`src/rtl/vram_arbiter.sv`:
```
// Arbitrates the single-port 1 KB video RAM between the Z80 bus and the character-fetch engine.
// Optional `VRAM_SNOW_EN: Model I "snow" mode. CPU always wins, no wait states, video gets the CPU byte.
module vram_arbiter #(
    parameter int ADDR_WIDTH = 10,
    parameter int DATA_WIDTH = 8
) (
    input  logic                  clock,
    input  logic                  reset_n,
    input  logic                  cpu_vram_cs_n,
    input  logic                  cpu_rd_n,
    input  logic                  cpu_wr_n,
    input  logic [ADDR_WIDTH-1:0] cpu_addr,
    input  logic [DATA_WIDTH-1:0] cpu_din,
    output logic [DATA_WIDTH-1:0] cpu_dout,
    output logic                  cpu_wait_n,
    input  logic                  vid_req,
    input  logic [ADDR_WIDTH-1:0] vid_addr,
    output logic [DATA_WIDTH-1:0] vid_data,
    output logic                  vid_ack,
    output logic                  vid_overrun,
    output logic [ADDR_WIDTH-1:0] vram_addr,
    output logic [DATA_WIDTH-1:0] vram_din,
    output logic                  vram_we,
    input  logic [DATA_WIDTH-1:0] vram_dout
);
    typedef enum logic [2:0] {
        S_IDLE, S_VID_ADDR, S_VID_DATA, S_CPU_ADDR, S_CPU_DATA
    } state_t;

    state_t                state_q, state_d;
    logic                  cpu_req;
    logic                  cpu_done_q, cpu_done_d;
    logic                  cpu_wr_q, cpu_wr_d;
    logic                  vid_pending_q, vid_pending_d;
    logic [ADDR_WIDTH-1:0] vid_lat_q, vid_lat_d;
    logic                  vid_overrun_q, vid_overrun_d;
    logic                  vid_ack_q, vid_ack_d;
    logic [DATA_WIDTH-1:0] vid_data_q, vid_data_d;
    logic [DATA_WIDTH-1:0] cpu_dout_q, cpu_dout_d;
    logic [ADDR_WIDTH-1:0] vram_addr_q, vram_addr_d;
    logic [DATA_WIDTH-1:0] vram_din_q, vram_din_d;
    logic                  vram_we_q, vram_we_d;
    logic                  snow_start;

    assign cpu_req = !cpu_vram_cs_n && (!cpu_rd_n || !cpu_wr_n);

    always_ff @(posedge clock) begin
        if (!reset_n) state_q <= S_IDLE;
        else          state_q <= state_d;
    end

    always_comb begin
        state_d = state_q;
        case (state_q)
            S_IDLE: begin
`ifdef VRAM_SNOW_EN
                if (cpu_req && !cpu_done_q)  state_d = S_CPU_ADDR;
                else if (vid_pending_q)      state_d = S_VID_ADDR;
`else
                // A vid_req arriving this cycle blocks the CPU so video wins same-cycle ties
                if (vid_pending_q)                          state_d = S_VID_ADDR;
                else if (!vid_req && cpu_req && !cpu_done_q) state_d = S_CPU_ADDR;
`endif
            end
            S_VID_ADDR: state_d = S_VID_DATA;
            S_VID_DATA: begin
                if (!vid_pending_q && !vid_req && cpu_req && !cpu_done_q) state_d = S_CPU_ADDR;
                else                                                      state_d = S_IDLE;
            end
            S_CPU_ADDR: state_d = S_CPU_DATA;
            S_CPU_DATA: state_d = S_IDLE;
            default:    state_d = S_IDLE;
        endcase
    end

`ifdef VRAM_SNOW_EN
    logic                  snow_a_q, snow_a_d;
    logic                  snow_d_q, snow_d_d;
    logic [DATA_WIDTH-1:0] snow_byte_q, snow_byte_d;

    assign cpu_wait_n = 1'b1;

    // A fetch that loses the RAM to the CPU shadows the normal ADDR/DATA timing and returns the bus byte
    always_comb begin
        snow_start  = vid_pending_q && (state_d != S_VID_ADDR) &&
                      (state_q == S_CPU_ADDR || state_q == S_CPU_DATA || state_d == S_CPU_ADDR);
        snow_a_d    = snow_start;
        snow_d_d    = snow_a_q;
        snow_byte_d = snow_byte_q;
        if (state_q == S_CPU_ADDR && cpu_wr_q)       snow_byte_d = vram_din_q;
        else if (state_q == S_CPU_DATA && !cpu_wr_q) snow_byte_d = vram_dout;
    end

    always_ff @(posedge clock) begin
        if (!reset_n) begin
            snow_a_q    <= 1'b0;
            snow_d_q    <= 1'b0;
            snow_byte_q <= '0;
        end else begin
            snow_a_q    <= snow_a_d;
            snow_d_q    <= snow_d_d;
            snow_byte_q <= snow_byte_d;
        end
    end
`else
    assign cpu_wait_n = !(cpu_req && !cpu_done_q);
    assign snow_start = 1'b0;
`endif

    always_comb begin
        vid_pending_d = vid_pending_q;
        if (state_d == S_VID_ADDR || snow_start) vid_pending_d = 1'b0;
        if (vid_req)                             vid_pending_d = 1'b1;
        vid_lat_d     = vid_req ? vid_addr : vid_lat_q;
        vid_overrun_d = vid_overrun_q || (vid_req && vid_pending_q);

        vram_addr_d = vram_addr_q;
        vram_din_d  = vram_din_q;
        vram_we_d   = 1'b0;
        cpu_wr_d    = cpu_wr_q;
        if (state_d == S_VID_ADDR) vram_addr_d = vid_lat_q;
        if (state_d == S_CPU_ADDR) begin
            vram_addr_d = cpu_addr;
            cpu_wr_d    = !cpu_wr_n;
            if (!cpu_wr_n) begin
                vram_din_d = cpu_din;
                vram_we_d  = 1'b1;
            end
        end

        vid_ack_d  = (state_q == S_VID_DATA);
        vid_data_d = (state_q == S_VID_DATA) ? vram_dout : vid_data_q;
`ifdef VRAM_SNOW_EN
        if (snow_d_q) begin
            vid_ack_d  = 1'b1;
            vid_data_d = snow_byte_d;
        end
`endif
        cpu_dout_d = (state_q == S_CPU_DATA && !cpu_wr_q) ? vram_dout : cpu_dout_q;

        // Done holds off a second access until the strobe drops
        if (!cpu_req)                   cpu_done_d = 1'b0;
        else if (state_q == S_CPU_DATA) cpu_done_d = 1'b1;
        else                            cpu_done_d = cpu_done_q;
    end

    always_ff @(posedge clock) begin
        if (!reset_n) begin
            cpu_done_q    <= 1'b0;
            cpu_wr_q      <= 1'b0;
            vid_pending_q <= 1'b0;
            vid_lat_q     <= '0;
            vid_overrun_q <= 1'b0;
            vid_ack_q     <= 1'b0;
            vid_data_q    <= '0;
            cpu_dout_q    <= {DATA_WIDTH{1'b1}};
            vram_addr_q   <= '0;
            vram_din_q    <= '0;
            vram_we_q     <= 1'b0;
        end else begin
            cpu_done_q    <= cpu_done_d;
            cpu_wr_q      <= cpu_wr_d;
            vid_pending_q <= vid_pending_d;
            vid_lat_q     <= vid_lat_d;
            vid_overrun_q <= vid_overrun_d;
            vid_ack_q     <= vid_ack_d;
            vid_data_q    <= vid_data_d;
            cpu_dout_q    <= cpu_dout_d;
            vram_addr_q   <= vram_addr_d;
            vram_din_q    <= vram_din_d;
            vram_we_q     <= vram_we_d;
        end
    end

    assign cpu_dout    = cpu_dout_q;
    assign vid_data    = vid_data_q;
    assign vid_ack     = vid_ack_q;
    assign vid_overrun = vid_overrun_q;
    assign vram_addr   = vram_addr_q;
    assign vram_din    = vram_din_q;
    assign vram_we     = vram_we_q;

endmodule
```
`config.mk`:
```
export PLATFORM = sky130hd
export DESIGN_NAME = vram_arbiter
export DESIGN_NICKNAME = d
export VERILOG_FILES = /design/src/rtl/vram_arbiter.sv
export SDC_FILE = /design/constraint.sdc
export NUM_CORES = 1
export LEC_CHECK = 0
export CAP_MARGIN = 25
export CORE_MARGIN = 8
export CORE_UTILIZATION = 47
export DETAILED_ROUTE_END_ITERATION = 8
export PLACE_DENSITY = 0.85
export SLEW_MARGIN = 20
export SYNTH_ARGS = -nofsm -noshare
export SYNTH_HDL_FRONTEND = slang
export SYNTH_SLANG_ARGS = --single-unit
```
`constraint.sdc`:
```
create_clock -name clock -period 4.4 [get_ports clock]
set_input_delay 0.44 -clock clock [delete_from_list [all_inputs] [get_ports clock]]
set_output_delay 0.44 -clock clock [all_outputs]
set_load 0.01 [all_outputs]
```
* Word-level counts from Yosys, hierarchy flattened *
Cells that the tools add are included.

storage, ports and cells
  output and inout port bits = 38
  bits in registers = 53
  input port bits = 42

operators by class
  bitwise operators = 1
  eq/ne operators = 6
  muxes and demuxes = 9
  reductions and logical operators = 25

operators with widths
  kind                number
  $mux 10             2
  $pmux 3 s4          1
  $eq 3x2->1 const B  3
  $logic_and 1x1->1   9
  $logic_not 1->1     8
  $eq 3x1->1 const B  2
  $mux 3              2
  $reduce_and 2->1    3
  $reduce_bool 2->1   2
  $eq 3x3->1 const B  1
  $logic_not 3->1     1
  $mux 1              3
  $logic_or 1x1->1    2
  $mux 2              1
  $not 1->1           1

* Longest topological paths before layout *
  word-level depth = 11
  depth in mapped cells = 6
  depth with buffers taken out = 3

* Least setup slack after synthesis *
Ideal clock, no wire load.

  path type = input -> register
  start = input port vid_req
  end = register vram_din_q[0], in the netlist vram_din[0]
  stages = 6
  required time = 4268 ps
  library setup time = 132 ps
  arrival = 1525 ps
  slack = 2743 ps
  cell sequence = buf_6 -> or4_4 -> buf_6 -> buf_6 -> o21ai_1 -> a21oi_1

on the way
  word-level cells in the longest chain between the ends = 8
  elaborated cells between the ends (all ways) = 12

ends and longest elaborated chain
  element                                                    RTL line  RTL
  start, declared                                            16        input logic vid_req,
  $logic_not 1->1 *                                          62, 67
  $logic_and 1x1->1, on equally long branches (2 in series)  62, 67
  $mux 3 / $logic_and 1x1->1 (equally long branches)         62, 67
  $mux 3 / $mux 2 (equally long branches)                    61, 67
  $pmux 3 s4 *                                               54        case (state_q)
  $eq 3x2->1 *                                               122       if (state_d == S_CPU_ADDR) begin
  $reduce_and 2->1 (no line) *                               n/a
  end signal, assigned                                       170       vram_din_q <= vram_din_d;
  end, declared                                              41        logic [DATA_WIDTH-1:0] vram_din_q, vram_din_d;

Mark *: on every way between the ends. The rest lies on a longest branch, timed or not.
A chain may end at the register's enable or synchronous reset.

* Worst setup path in the final report *
  start = input port cpu_wr_n
  end = output port cpu_wait_n

on the way
  word-level cells in the longest chain between the ends = 5

ends and longest elaborated chain
  element            RTL line  RTL
  start, declared    11        input logic cpu_wr_n,
  $logic_not 1->1    n/a
  $logic_or 1x1->1   45        assign cpu_req = !cpu_vram_cs_n && (!cpu_rd_n || !cpu_wr_n);
  $logic_and 1x1->1  45
  $logic_and 1x1->1  106       assign cpu_wait_n = !(cpu_req && !cpu_done_q);
  $logic_not 1->1    106
  end, declared      15        output logic cpu_wait_n,

Every way passes these cells.

==> results.txt <==
The total power draw came out at 985.8 uW. The power density over cell area is 329.7 nW/um^2. The first-pass detailed-route iteration total came out at 4. CTS saw 53 sinks.

Clock tree synthesis selected as its root buffer the cell sky130_fd_sc_hd__clkbuf_8. The clock power share came out at 0.290. The remaining design rule violation count came out at 0. The flow ran to the end, and the final reports show no timing, DRC or antenna violations. The worst setup path is launched from an input pin. The portion of the post-synthesis area used by sequential elements is 0.5003. The analysis attributes to net switching a power of 241.6 uW.

The most used flip-flop cell after synthesis is sky130_fd_sc_hd__dfxtp_1. During placement, the flow inserted port buffers numbering 79. The final cell count without fillers came out at 348. Tracing the worst setup path back leads to its startpoint at cpu_wr_n. The count of flip-flops with a built-in enable after synthesis is 0. The average instance in the mapped netlist occupies 9.426 sq um. The total routing resource utilization after global routing came out at 0.1581.

The width of the die came out at 83.18 microns. The minimum period implied by the final worst setup slack is 2.485 ns. The average vias per placed instance came out at 5.284.

The core region is 4354 sq um. The actual transition at the worst max-transition pin is 0.8618 ns. The flop and latch count out of synthesis is 53.

The initial cell density of the core is 0.4871. Summed over all cells, the static leakage comes to 1.108 nW. The area of the die came out at 6918 sq um. The count of endpoints failing hold in the final timing report came to 0. STA classifies the critical path endpoint as a primary output. Of the total power, the share spent switching nets is 0.2451. Of the cells placed in the final design, the portion with a size suffix greater than 1 is 0.08446. The final period utilization is 0.5649. Routability-driven placement finished with a final weighted congestion of 0.7902. The peak supply drop came out at 213.0 uV. The wire length of the first global-routing pass is 9225 microns. The diode insertion count for antenna repair is 0. The final global-route overflow total came out at 0.

The net count of the finished layout came out at 337. The area added between synthesis and finish came out at 41.00%. The number of clock buffers inserted by TritonCTS came out at 5. The clock network latency to the later pin of the worst-skew pair came out at 0.29 ns. Static timing analysis puts the maximum clock frequency at 402.3 MHz. The clock slew seen by the registers of the worst setup and hold paths is 0.08 ns. In this run the most critical hold path is launched from cpu_dout[4]$_SDFFE_PN1P_. The total of warnings raised by yosys is 0. The slowest stage cell on the critical path is sky130_fd_sc_hd__clkdlybuf4s50_1. Among the stages of the critical path, the cell type that occurs most often is sky130_fd_sc_hd__clkdlybuf4s50_1. The pin count of the biggest net entering global routing is 21. The stage delay of the slowest cell on the critical path came out at 0.63 ns. The design area came out at 2990 sq um. The total cell area at the placement stage is 2889 sq um. Adding up every negative setup slack in the final design gives 0 ns. The number of DRC violations after detailed-routing iteration 0 came out at 78. The final-report max-slew violation count is 0. Traced cell by cell, the critical path runs through clkdlybuf4s50_1 -> a211o_1 -> clkdlybuf4s50_1.

Setup repair after global routing left no endpoint under its margin. Of the total power, registers draw 0.531. The signal arrival time at the worst endpoint came out at 2.05 ns. The count of final setup violators came out at 0. The count of hold buffers inserted by post-cts repair came out at 0.

The number of nets with antenna violations after routing is 0. The layout filler cell count came out at 338. The clock arrives with 0.006502 ns of skew. The die height is 83.18 microns. The internal power contribution is 744.2 uW.

The placement row count is 24. The number of instances in the synthesized netlist is 225. The worst hold slack came out at 0.4775 ns. The post-synth design cell area is 2121 sq um. Wires add up to 5514 microns.

The number of unique standard cell types used by synthesis came out at 31. The deepest level of the CTS H-tree came out at 2. The worst setup path is of the input pin to primary output kind.

The startpoint identified for the worst register-to-register timing path is state_q[2]$_SDFF_PN0_. The number of cells upsized or downsized after cts is 0. Headroom to the max-slew limit came out at 0.4211. In this run the worst path has a maximum fanout of 14.

The post-synthesis net count is 267. Dividing the detail-routed wire length by the instance count gives 15.84 microns. The number of global-route vias before repair came out at 1,884.

The number of vias after detailed routing came out at 1,839. 80 I/O pins were placed. The total of max-cap violations came out at 0.

The initial antenna violation count is 0. In this run the worst hold path is classified as flop to flop. Counting flops with an async set or reset pin after synthesis yields a share of 0. TritonCTS built the clock tree. The number of buffers inserted to repair setup after CTS came out at 0. The detailed placer's ending HPWL is 4102 microns. The buffer levels on the longest clock path came out at 2.

After detailed placement, the design holds a cell count of 340. The data required time of the worst path is 3.96 ns. The share of total power dissipated in combinational logic is 0.180.
power by group through the flow:
stage / Clock [mW] / Sequential, mW / Combinational (mW)
2_1_floorplan: 0 / 0.536 / 0.0868
3_3_place_gp: 0 / 0.533 / 0.175
3_5_place_dp: 0 / 0.534 / 0.177
4_1_cts: 0.293 / 0.523 / 0.178
5_1_grt: 0.314 / 0.527 / 0.191
6_report: 0.286 / 0.523 / 0.177
cell usage in the layout (no fill, tap or decap), drive strengths merged, types with 7 or more instances in the layout:
master         synthesis  routed
clkdlybuf4s50          0      79
dfxtp                 53      53
nor2                  31      31
o21ai                 19      19
mux2i                 18      18
nand2                 18      18
nand3                 16      16
a21oi                 13      13
nor3                  13      13
a211oi                11      11
clkbuf                 7       7
sequential cells by signal, summed over array words and instances, names as in the netlist:
signal,flops
cpu_done_q,1
cpu_dout,8
cpu_wr_q,1
state_q,3
vid_ack,1
vid_data,8
vid_lat_q,10
vid_overrun,1
vid_pending_q,1
vram_addr,10
vram_din,8
vram_we,1
stage by stage:
step | setup WS, ns | util
6_report | 1.915 | 0.6868
5_1_grt | 1.824 | 0.6868
4_1_cts | 1.906 | 0.6868
3_5_place_dp | 1.686 | 0.6635
3_3_place_gp | 1.753 | 0.6635
2_1_floorplan | 2.743 | -
area by class of cell:
type | instances | area, sq um | area share
repair buffers | 81 | 805.8 | 0.2695
well taps | 52 | 65.06 | 0.02176
flip-flops and latches | 53 | 1061 | 0.3548
clock inverters | 1 | 5.005 | 0.001674
inverters | 1 | 3.754 | 0.001255
multi-input cells | 153 | 953.4 | 0.3188
clock buffers | 7 | 96.34 | 0.03222
logic make-up after synthesis:
family / share of synthesized area
AND/OR/NAND/NOR: 0.2207
flip-flops: 0.5003
AO/OA/AOI/OAI: 0.1416
buffers and inverters: 0.05250
multiplexers: 0.08495
critical path, delay by kind of cell:
kind | cells | cell delay, ns
buffers and inverters | 2 | 1.17
AOI/OAI and AO/OA | 1 | 0.43
cells in the mapped netlist, types with 2 or more instances:
cell	count	share of area
sky130_fd_sc_hd__a211oi_1	3	0.011
sky130_fd_sc_hd__or4b_1	2	0.0094
sky130_fd_sc_hd__buf_2	5	0.012
sky130_fd_sc_hd__a21oi_1	13	0.031
sky130_fd_sc_hd__nand2_1	18	0.032
sky130_fd_sc_hd__buf_6	4	0.021
sky130_fd_sc_hd__dfxtp_1	53	0.50
sky130_fd_sc_hd__clkbuf_1	7	0.012
sky130_fd_sc_hd__o21ai_0	9	0.021
sky130_fd_sc_hd__nor3_1	12	0.028
sky130_fd_sc_hd__nand3_1	16	0.038
sky130_fd_sc_hd__o21ai_1	10	0.024
sky130_fd_sc_hd__nor2_1	31	0.055
sky130_fd_sc_hd__mux2i_1	18	0.085
sky130_fd_sc_hd__a211oi_2	8	0.047
worst paths after layout:
kind / to / slack (ns) / depth (start not counted)
hold / removal: cpu_dout[4]$_SDFFE_PN1P_ / 0.48 / 2
setup / recovery: cpu_wait_n / 1.91 / 3
setup reg to reg: vram_addr[3]$_SDFFE_PN0P_ / 2.68 / 3
hold reg to reg: cpu_dout[4]$_SDFFE_PN1P_ / 0.48 / 2
routing by layer:
layer / global-route usage / up-vias / routed length, microns
li1: - / 930 / -
met1: 0.1943 / 847 / 2444
met2: 0.2581 / 55 / 2681
met3: 0.04004 / 7 / 299
met4: 0.05911 / 0 / 88
met5: 0 / - / 0
(Power assumes the default switching activity.)
